`config.mk`:
```
export PLATFORM = sky130hd
export DESIGN_NAME = z80_bus_responder
export DESIGN_NICKNAME = d
export VERILOG_FILES = /design/src/rtl/z80_bus_responder.sv
export SDC_FILE = /design/constraint.sdc
export NUM_CORES = 1
export LEC_CHECK = 0
export ABC_CLOCK_PERIOD_IN_PS = 2350
export BUFFER_PORTS_ARGS = -buffer_cell sky130_fd_sc_hd__buf_2
export CAP_MARGIN = 40
export CORE_AREA = 2 2 85 87
export CTS_CLUSTER_DIAMETER = 150
export CTS_CLUSTER_SIZE = 16
export DETAILED_ROUTE_END_ITERATION = 16
export DIE_AREA = 0 0 87 89
export PLACE_DENSITY = 0.86
export SYNTH_ARGS = -nofsm -noshare
export SYNTH_HDL_FRONTEND = slang
export SYNTH_SLANG_ARGS = --single-unit
```
`constraint.sdc`:
```
create_clock -name clk -period 2.35 [get_ports clk]
set_input_delay 0.47 -clock clk [delete_from_list [all_inputs] [get_ports clk]]
set_output_delay 0.47 -clock clk [all_outputs]
set_load 0.03 [all_outputs]
```
`src/rtl/z80_bus_responder.sv`:
```
// Z80 bus-target responder. It registers the CPU strobes and classifies each
// memory, IO or interrupt-acknowledge cycle. Every access becomes a single
// request/ack handshake to the backend. The CPU is held with nWAIT until the
// backend answers or the timeout fires. Read data or the IM2 vector is then
// driven back onto D, and nINT is generated from the pending-interrupt flag.
module z80_bus_responder #(
  parameter int unsigned MIN_WAIT = 0,
  parameter int unsigned TIMEOUT  = 255
) (
  input  logic        clk,
  input  logic        reset,
  input  logic        nM1,
  input  logic        nMREQ,
  input  logic        nIORQ,
  input  logic        nRD,
  input  logic        nWR,
  input  logic        nRFSH,
  input  logic [15:0] A,
  input  logic [7:0]  D_in,
  output logic [7:0]  D_out,
  output logic        D_oe,
  output logic        nWAIT,
  output logic        nINT,
  output logic        bus_req,
  output logic        bus_we,
  output logic        bus_io,
  output logic [15:0] bus_addr,
  output logic [7:0]  bus_wdata,
  input  logic        bus_ack,
  input  logic [7:0]  bus_rdata,
  input  logic        int_req,
  input  logic [7:0]  int_vector,
  output logic        timeout
);

  typedef enum logic [1:0] {
    ST_IDLE = 2'd0,
    ST_REQ  = 2'd1,
    ST_WAIT = 2'd2,
    ST_HOLD = 2'd3
  } state_t;

  localparam logic [7:0] MIN_W   = 8'(MIN_WAIT);
  localparam logic [7:0] TO_LAST = 8'(TIMEOUT - 1);

  state_t      state_q, state_d;
  logic [5:0]  strb_q, strb_d;
  logic        armed_q, armed_d;
  logic [7:0]  cnt_q, cnt_d;
  logic        ack_held_q, ack_held_d;
  logic [7:0]  rdata_held_q, rdata_held_d;
  logic        bus_req_q, bus_req_d;
  logic        bus_we_q, bus_we_d;
  logic        bus_io_q, bus_io_d;
  logic [15:0] bus_addr_q, bus_addr_d;
  logic [7:0]  bus_wdata_q, bus_wdata_d;
  logic [7:0]  d_out_q, d_out_d;
  logic        d_oe_q, d_oe_d;
  logic        nint_q, nint_d;
  logic        timeout_q, timeout_d;
  logic        inta_entry_s;

  // Registered strobes and the cycle class decoded from them
  logic s_m1_s, s_mreq_s, s_iorq_s, s_rd_s, s_wr_s, s_rfsh_s;
  logic all_high_s;
  logic cls_inta_s, cls_mrd_s, cls_mwr_s, cls_iord_s, cls_iowr_s, cls_access_s;
  assign {s_m1_s, s_mreq_s, s_iorq_s, s_rd_s, s_wr_s, s_rfsh_s} = strb_q;
  assign strb_d       = {nM1, nMREQ, nIORQ, nRD, nWR, nRFSH};
  assign all_high_s   = &strb_q;
  assign cls_inta_s   = ~s_iorq_s & ~s_m1_s;
  assign cls_mrd_s    = ~s_mreq_s & ~s_rd_s & s_rfsh_s;
  assign cls_mwr_s    = ~s_mreq_s & ~s_wr_s;
  assign cls_iord_s   = ~s_iorq_s & ~s_rd_s;
  assign cls_iowr_s   = ~s_iorq_s & ~s_wr_s;
  assign cls_access_s = cls_mrd_s | cls_mwr_s | cls_iord_s | cls_iowr_s;

  // Raw strobes let nWAIT go low before the registered pipeline catches up
  logic raw_inta_s, raw_access_s, wait_s;
  assign raw_inta_s   = ~nIORQ & ~nM1;
  assign raw_access_s = (~nMREQ & ~nRD & nRFSH) | (~nMREQ & ~nWR) |
                        (~nIORQ & ~nRD) | (~nIORQ & ~nWR);
  assign wait_s = ((state_q == ST_IDLE) & armed_q & raw_access_s & ~raw_inta_s) |
                  (state_q == ST_REQ) | (state_q == ST_WAIT);

  // Wait-state bookkeeping: an early ack is remembered until MIN_WAIT is met
  logic       ack_seen_s, min_reached_s;
  logic [7:0] ack_data_s;
  assign ack_seen_s    = bus_ack | ack_held_q;
  assign ack_data_s    = bus_ack ? bus_rdata : rdata_held_q;
  assign min_reached_s = ({1'b0, cnt_q} + 9'd1) > {1'b0, MIN_W};

  assign nWAIT     = ~wait_s;
  assign D_out     = d_out_q;
  assign D_oe      = d_oe_q;
  assign nINT      = nint_q;
  assign bus_req   = bus_req_q;
  assign bus_we    = bus_we_q;
  assign bus_io    = bus_io_q;
  assign bus_addr  = bus_addr_q;
  assign bus_wdata = bus_wdata_q;
  assign timeout   = timeout_q;

  // State and output registers with synchronous reset
  always_ff @(posedge clk) begin
    if (reset) begin
      state_q      <= ST_IDLE;
      strb_q       <= 6'b000000;
      armed_q      <= 1'b0;
      cnt_q        <= 8'd0;
      ack_held_q   <= 1'b0;
      rdata_held_q <= 8'd0;
      bus_req_q    <= 1'b0;
      bus_we_q     <= 1'b0;
      bus_io_q     <= 1'b0;
      bus_addr_q   <= 16'd0;
      bus_wdata_q  <= 8'd0;
      d_out_q      <= 8'd0;
      d_oe_q       <= 1'b0;
      nint_q       <= 1'b1;
      timeout_q    <= 1'b0;
    end else begin
      state_q      <= state_d;
      strb_q       <= strb_d;
      armed_q      <= armed_d;
      cnt_q        <= cnt_d;
      ack_held_q   <= ack_held_d;
      rdata_held_q <= rdata_held_d;
      bus_req_q    <= bus_req_d;
      bus_we_q     <= bus_we_d;
      bus_io_q     <= bus_io_d;
      bus_addr_q   <= bus_addr_d;
      bus_wdata_q  <= bus_wdata_d;
      d_out_q      <= d_out_d;
      d_oe_q       <= d_oe_d;
      nint_q       <= nint_d;
      timeout_q    <= timeout_d;
    end
  end

  // Next-state logic for the cycle FSM, handshake outputs and interrupt flag
  always_comb begin
    state_d      = state_q;
    armed_d      = armed_q;
    cnt_d        = cnt_q;
    ack_held_d   = ack_held_q;
    rdata_held_d = rdata_held_q;
    bus_req_d    = 1'b0;
    bus_we_d     = bus_we_q;
    bus_io_d     = bus_io_q;
    bus_addr_d   = bus_addr_q;
    bus_wdata_d  = bus_wdata_q;
    d_out_d      = d_out_q;
    d_oe_d       = d_oe_q;
    timeout_d    = 1'b0;
    inta_entry_s = 1'b0;

    if (all_high_s) begin
      armed_d = 1'b1;
    end else begin
      armed_d = armed_q;
    end

    case (state_q)
      ST_IDLE: begin
        if (armed_q && cls_inta_s) begin
          state_d      = ST_HOLD;
          armed_d      = 1'b0;
          d_out_d      = int_vector;
          d_oe_d       = 1'b1;
          inta_entry_s = 1'b1;
        end else if (armed_q && cls_access_s) begin
          state_d     = ST_REQ;
          armed_d     = 1'b0;
          bus_req_d   = 1'b1;
          bus_addr_d  = A;
          bus_wdata_d = D_in;
          if (cls_mrd_s) begin
            bus_we_d = 1'b0;
            bus_io_d = 1'b0;
          end else if (cls_mwr_s) begin
            bus_we_d = 1'b1;
            bus_io_d = 1'b0;
          end else if (cls_iord_s) begin
            bus_we_d = 1'b0;
            bus_io_d = 1'b1;
          end else begin
            bus_we_d = 1'b1;
            bus_io_d = 1'b1;
          end
        end else begin
          state_d = ST_IDLE;
        end
      end
      ST_REQ: begin
        state_d    = ST_WAIT;
        cnt_d      = 8'd0;
        ack_held_d = 1'b0;
      end
      ST_WAIT: begin
        if (ack_seen_s && min_reached_s) begin
          state_d = ST_HOLD;
          if (!bus_we_q) begin
            d_out_d = ack_data_s;
            d_oe_d  = 1'b1;
          end else begin
            d_oe_d  = 1'b0;
          end
        end else if (!ack_seen_s && (cnt_q == TO_LAST)) begin
          state_d   = ST_HOLD;
          timeout_d = 1'b1;
          if (!bus_we_q) begin
            d_out_d = 8'hFF;
            d_oe_d  = 1'b1;
          end else begin
            d_oe_d  = 1'b0;
          end
        end else begin
          cnt_d = cnt_q + 8'd1;
          if (bus_ack) begin
            ack_held_d   = 1'b1;
            rdata_held_d = bus_rdata;
          end else begin
            ack_held_d   = ack_held_q;
          end
        end
      end
      ST_HOLD: begin
        if (all_high_s) begin
          state_d = ST_IDLE;
          d_oe_d  = 1'b0;
        end else begin
          state_d = ST_HOLD;
        end
      end
      default: begin
        state_d = ST_IDLE;
        d_oe_d  = 1'b0;
      end
    endcase

    // A new request wins over the acknowledge that would clear it
    if (int_req) begin
      nint_d = 1'b0;
    end else if (inta_entry_s) begin
      nint_d = 1'b1;
    end else begin
      nint_d = nint_q;
    end
  end

endmodule

```
==> results.json <==
{
  "run_status": "complete, no violations",
  "drt_iter0_drc": 215,
  "numCtsBuffers": 9,
  "synth_area_sq_um": 3140,
  "ys_warn_count": 0,
  "via_per_inst": 5.61,
  "pre_cts_ws_ns": 0.127,
  "path_class": "reg2out",
  "synthCells": 383,
  "dpl.cell_count": 542,
  "period_share": 0.945,
  "power_frac_comb": 0.204,
  "start_util": 0.467,
  "min_from": "int_req",
  "antennaDiodeCount": 0,
  "p_sw_mw": 0.867,
  "clock_tree.root_cell": "clkbuf_8",
  "grtUsageMet1": 0.262,
  "synth_seq_cells": 64,
  "gp_congestion": 0.874,
  "total_power_mw": 2.82,
  "die_h_microns": 89,
  "hpwl_mm": 5.79,
  "end_kind": "primary output",
  "path_clk_slew_ns": 0.07,
  "grt_pass1_vias": 2935,
  "placed_cell_area_sq_um": 3700,
  "skew_ns": 0.00862,
  "maxCapViolCount": 0,
  "fin_crit_ns": 2.22,
  "synth_top_area_share": 0.408,
  "routed_wirelength_mm": 8.07,
  "nNetsFinal": 529,
  "cts_sinks": 64,
  "fin_setup_tns_ns": 0,
  "synthToLayoutAreaGrowth_pct": 25.3,
  "grt-busiest-layer": "met2",
  "grt_start_max_net_pins": 53,
  "max_slew_margin": 0.477,
  "grt_pass1_wl_mm": 13.0,
  "core_area_sq_um": 6720,
  "grt_antenna_before_repair": 0,
  "yosys.area.top_type": "dfxtp_1",
  "vias": 3128,
  "clock_latency_ns": 0.35,
  "design_area_sq_um": 3930,
  "crit_slowest_cell": "dfxtp_1",
  "syn_area_per_cell_sq_um": 8.19,
  "setup_viol": 0,
  "grtUsageTotal": 0.211,
  "overflow": 0,
  "cts.path.max_buffers": 2,
  "ios": 89,
  "fin_util": 0.585,
  "startpoint_type": "register",
  "hold-worst-slack_ns": 0.303,
  "reg2reg_from": "cnt_q[0]",
  "cp_cell_sequence": "inv_1 > ha_1 > o211ai_1 > a21oi_1 > a211oi_2 > buf_2",
  "drv_slew": 0,
  "ant_nets": 0,
  "drive_gt1_frac": 0.303,
  "internal-power_mw": 1.95,
  "p_seq_frac": 0.412,
  "final_hold_viol_count": 0,
  "synth_area_leaders": "dfxtp_1 41%, nand2_1 7.5%, a21oi_1 7.5%",
  "htree_levels": 3,
  "synth.distinct_cells": 48,
  "yosysSeqAreaShare": 0.408,
  "critPathMaxStageDelay_ns": 0.38,
  "swShare": 0.308,
  "synth_enable_flop_cells": 0,
  "drc": 0,
  "synth_ff_type": "dfxtp_1",
  "required_ns": 1.88,
  "routedWlPerCell_microns": 14.5,
  "die_area_sq_um": 7740,
  "io_buffers": 88,
  "syn-num-nets": 439,
  "setup_ws_ns": 0.129,
  "met3_usage": 0.0665,
  "p_leak_nw": 1.54,
  "final_cells": 558,
  "rows": 30,
  "met2_usage": 0.337,
  "cts_setup_buffers": 0,
  "worst_pin_slew_ns": 0.780,
  "rsz0062_at_grt": "false",
  "arrival_ns": 1.75,
  "critPathLaunch": "state_q[0]",
  "clockPowerShare": 0.385,
  "ir_worst_vdd_mv": 0.536,
  "cp_max_fo": 8,
  "cts_tree": "built",
  "dr.pass1.iters": 4,
  "min_path_type": "in2reg",
  "die_w_microns": 87,
  "max_freq_ghz": 0.450,
  "power_density_nw_per_um2": 717,
  "async_flop_share": 0
}
registers in the layout, indices dropped and copies added, names as in the netlist, 2 cells and up:
signal and count:
bus_addr 16, D_out 8, bus_wdata 8, cnt_q 8
rdata_held_q 8, strb_q 6, state_q 2
timing repair:
action	in CTS	in global routing
resized for setup	0	4
endpoints found under the setup margin	0	19
hold buffers	0	0
power groups by stage:
stage               clock (mW)  combinational (mW)  sequential, mW
floorplan                    0               0.309            1.25
global placement             0               0.555            1.18
detailed placement           0               0.570            1.18
CTS                       1.10               0.570            1.16
global route              1.15               0.625            1.17
finish                    1.08               0.574            1.16
cell usage after synthesis, types with 3 or more instances:
cell and count:
a211o_1 4, o211ai_1 3, nor2_1 21, mux2i_1 9, nand2_1 63, ha_1 6
dfxtp_1 64, nor3b_1 13, clkbuf_1 20, or3b_2 3, a21oi_1 47, a211oi_1 5
o2111ai_1 8, o221ai_1 10, nand2b_1 7, inv_1 7, nor3_1 5, or2_2 11
nand4_1 5, nand3_1 15, nor2b_1 16, o21ai_0 7
placed cells by master (no fill, tap or decap), types with 3 or more instances in the layout:
master and count:
buf_2 88, dfxtp_1 63, nand2_1 63, a21oi_1 46, nor2_1 20, buf_4 17, nor2b_1 16, nand3_1 14
nor3b_1 13, or2_2 11, o221ai_1 10, mux2i_1 9, clkbuf_8 9, o2111ai_1 8, inv_1 7, nand2b_1 7
o21ai_0 6, ha_1 6, nor3_1 5, nand4_1 5, a211o_1 4, a211oi_1 4, o211ai_1 3, or3b_2 3
inv_6 3
layer usage:
| layer | vias up | part of all wire | routed length [microns] |
|---|---|---|---|
| met5 | - | 0 | 0 |
| met4 | 0 | 0.018 | 143 |
| met3 | 14 | 0.051 | 413 |
| met2 | 106 | 0.49 | 3960 |
| met1 | 1455 | 0.44 | 3550 |
| li1 | 1553 | - | - |
path summary, 6_finish.rpt:
kind | end | slack [ns] | depth (start not counted)
setup / recovery | nWAIT | 0.13 | 6
hold / removal | nINT | 0.30 | 2
setup reg to reg | rdata_held_q[6] | 0.13 | 8
hold reg to reg | bus_addr[10] | 0.45 | 2
area by class of cell:
| cell class | instances | area, sq um |
|---|---|---|
| clock buffer | 9 | 124 |
| clock inverter | 7 | 103 |
| fill | 602 | 2790 |
| inverter | 7 | 26.3 |
| multi-input combinational | 286 | 1730 |
| sequential | 64 | 1280 |
| tap | 80 | 100 |
| timing repair buffer | 105 | 568 |
cells by family after synthesis:
group | count (synthesis) | share of synthesized area
AO/OA/AOI/OAI | 100 | 0.212
buffers and inverters | 33 | 0.0459
AND/OR/NAND/NOR | 170 | 0.278
adder cells (fa/ha/maj) | 6 | 0.0239
flip-flops | 64 | 0.408
multiplexers | 10 | 0.0323
critical path: cells and delay by family (launching register included):
kind	cells	cell delay [ns]
DFF	1	0.38
adders and majority gates	1	0.30
buffers and inverters	2	0.31
AOI/OAI and AO/OA	3	0.40
Power figures use the tool's default switching activity.
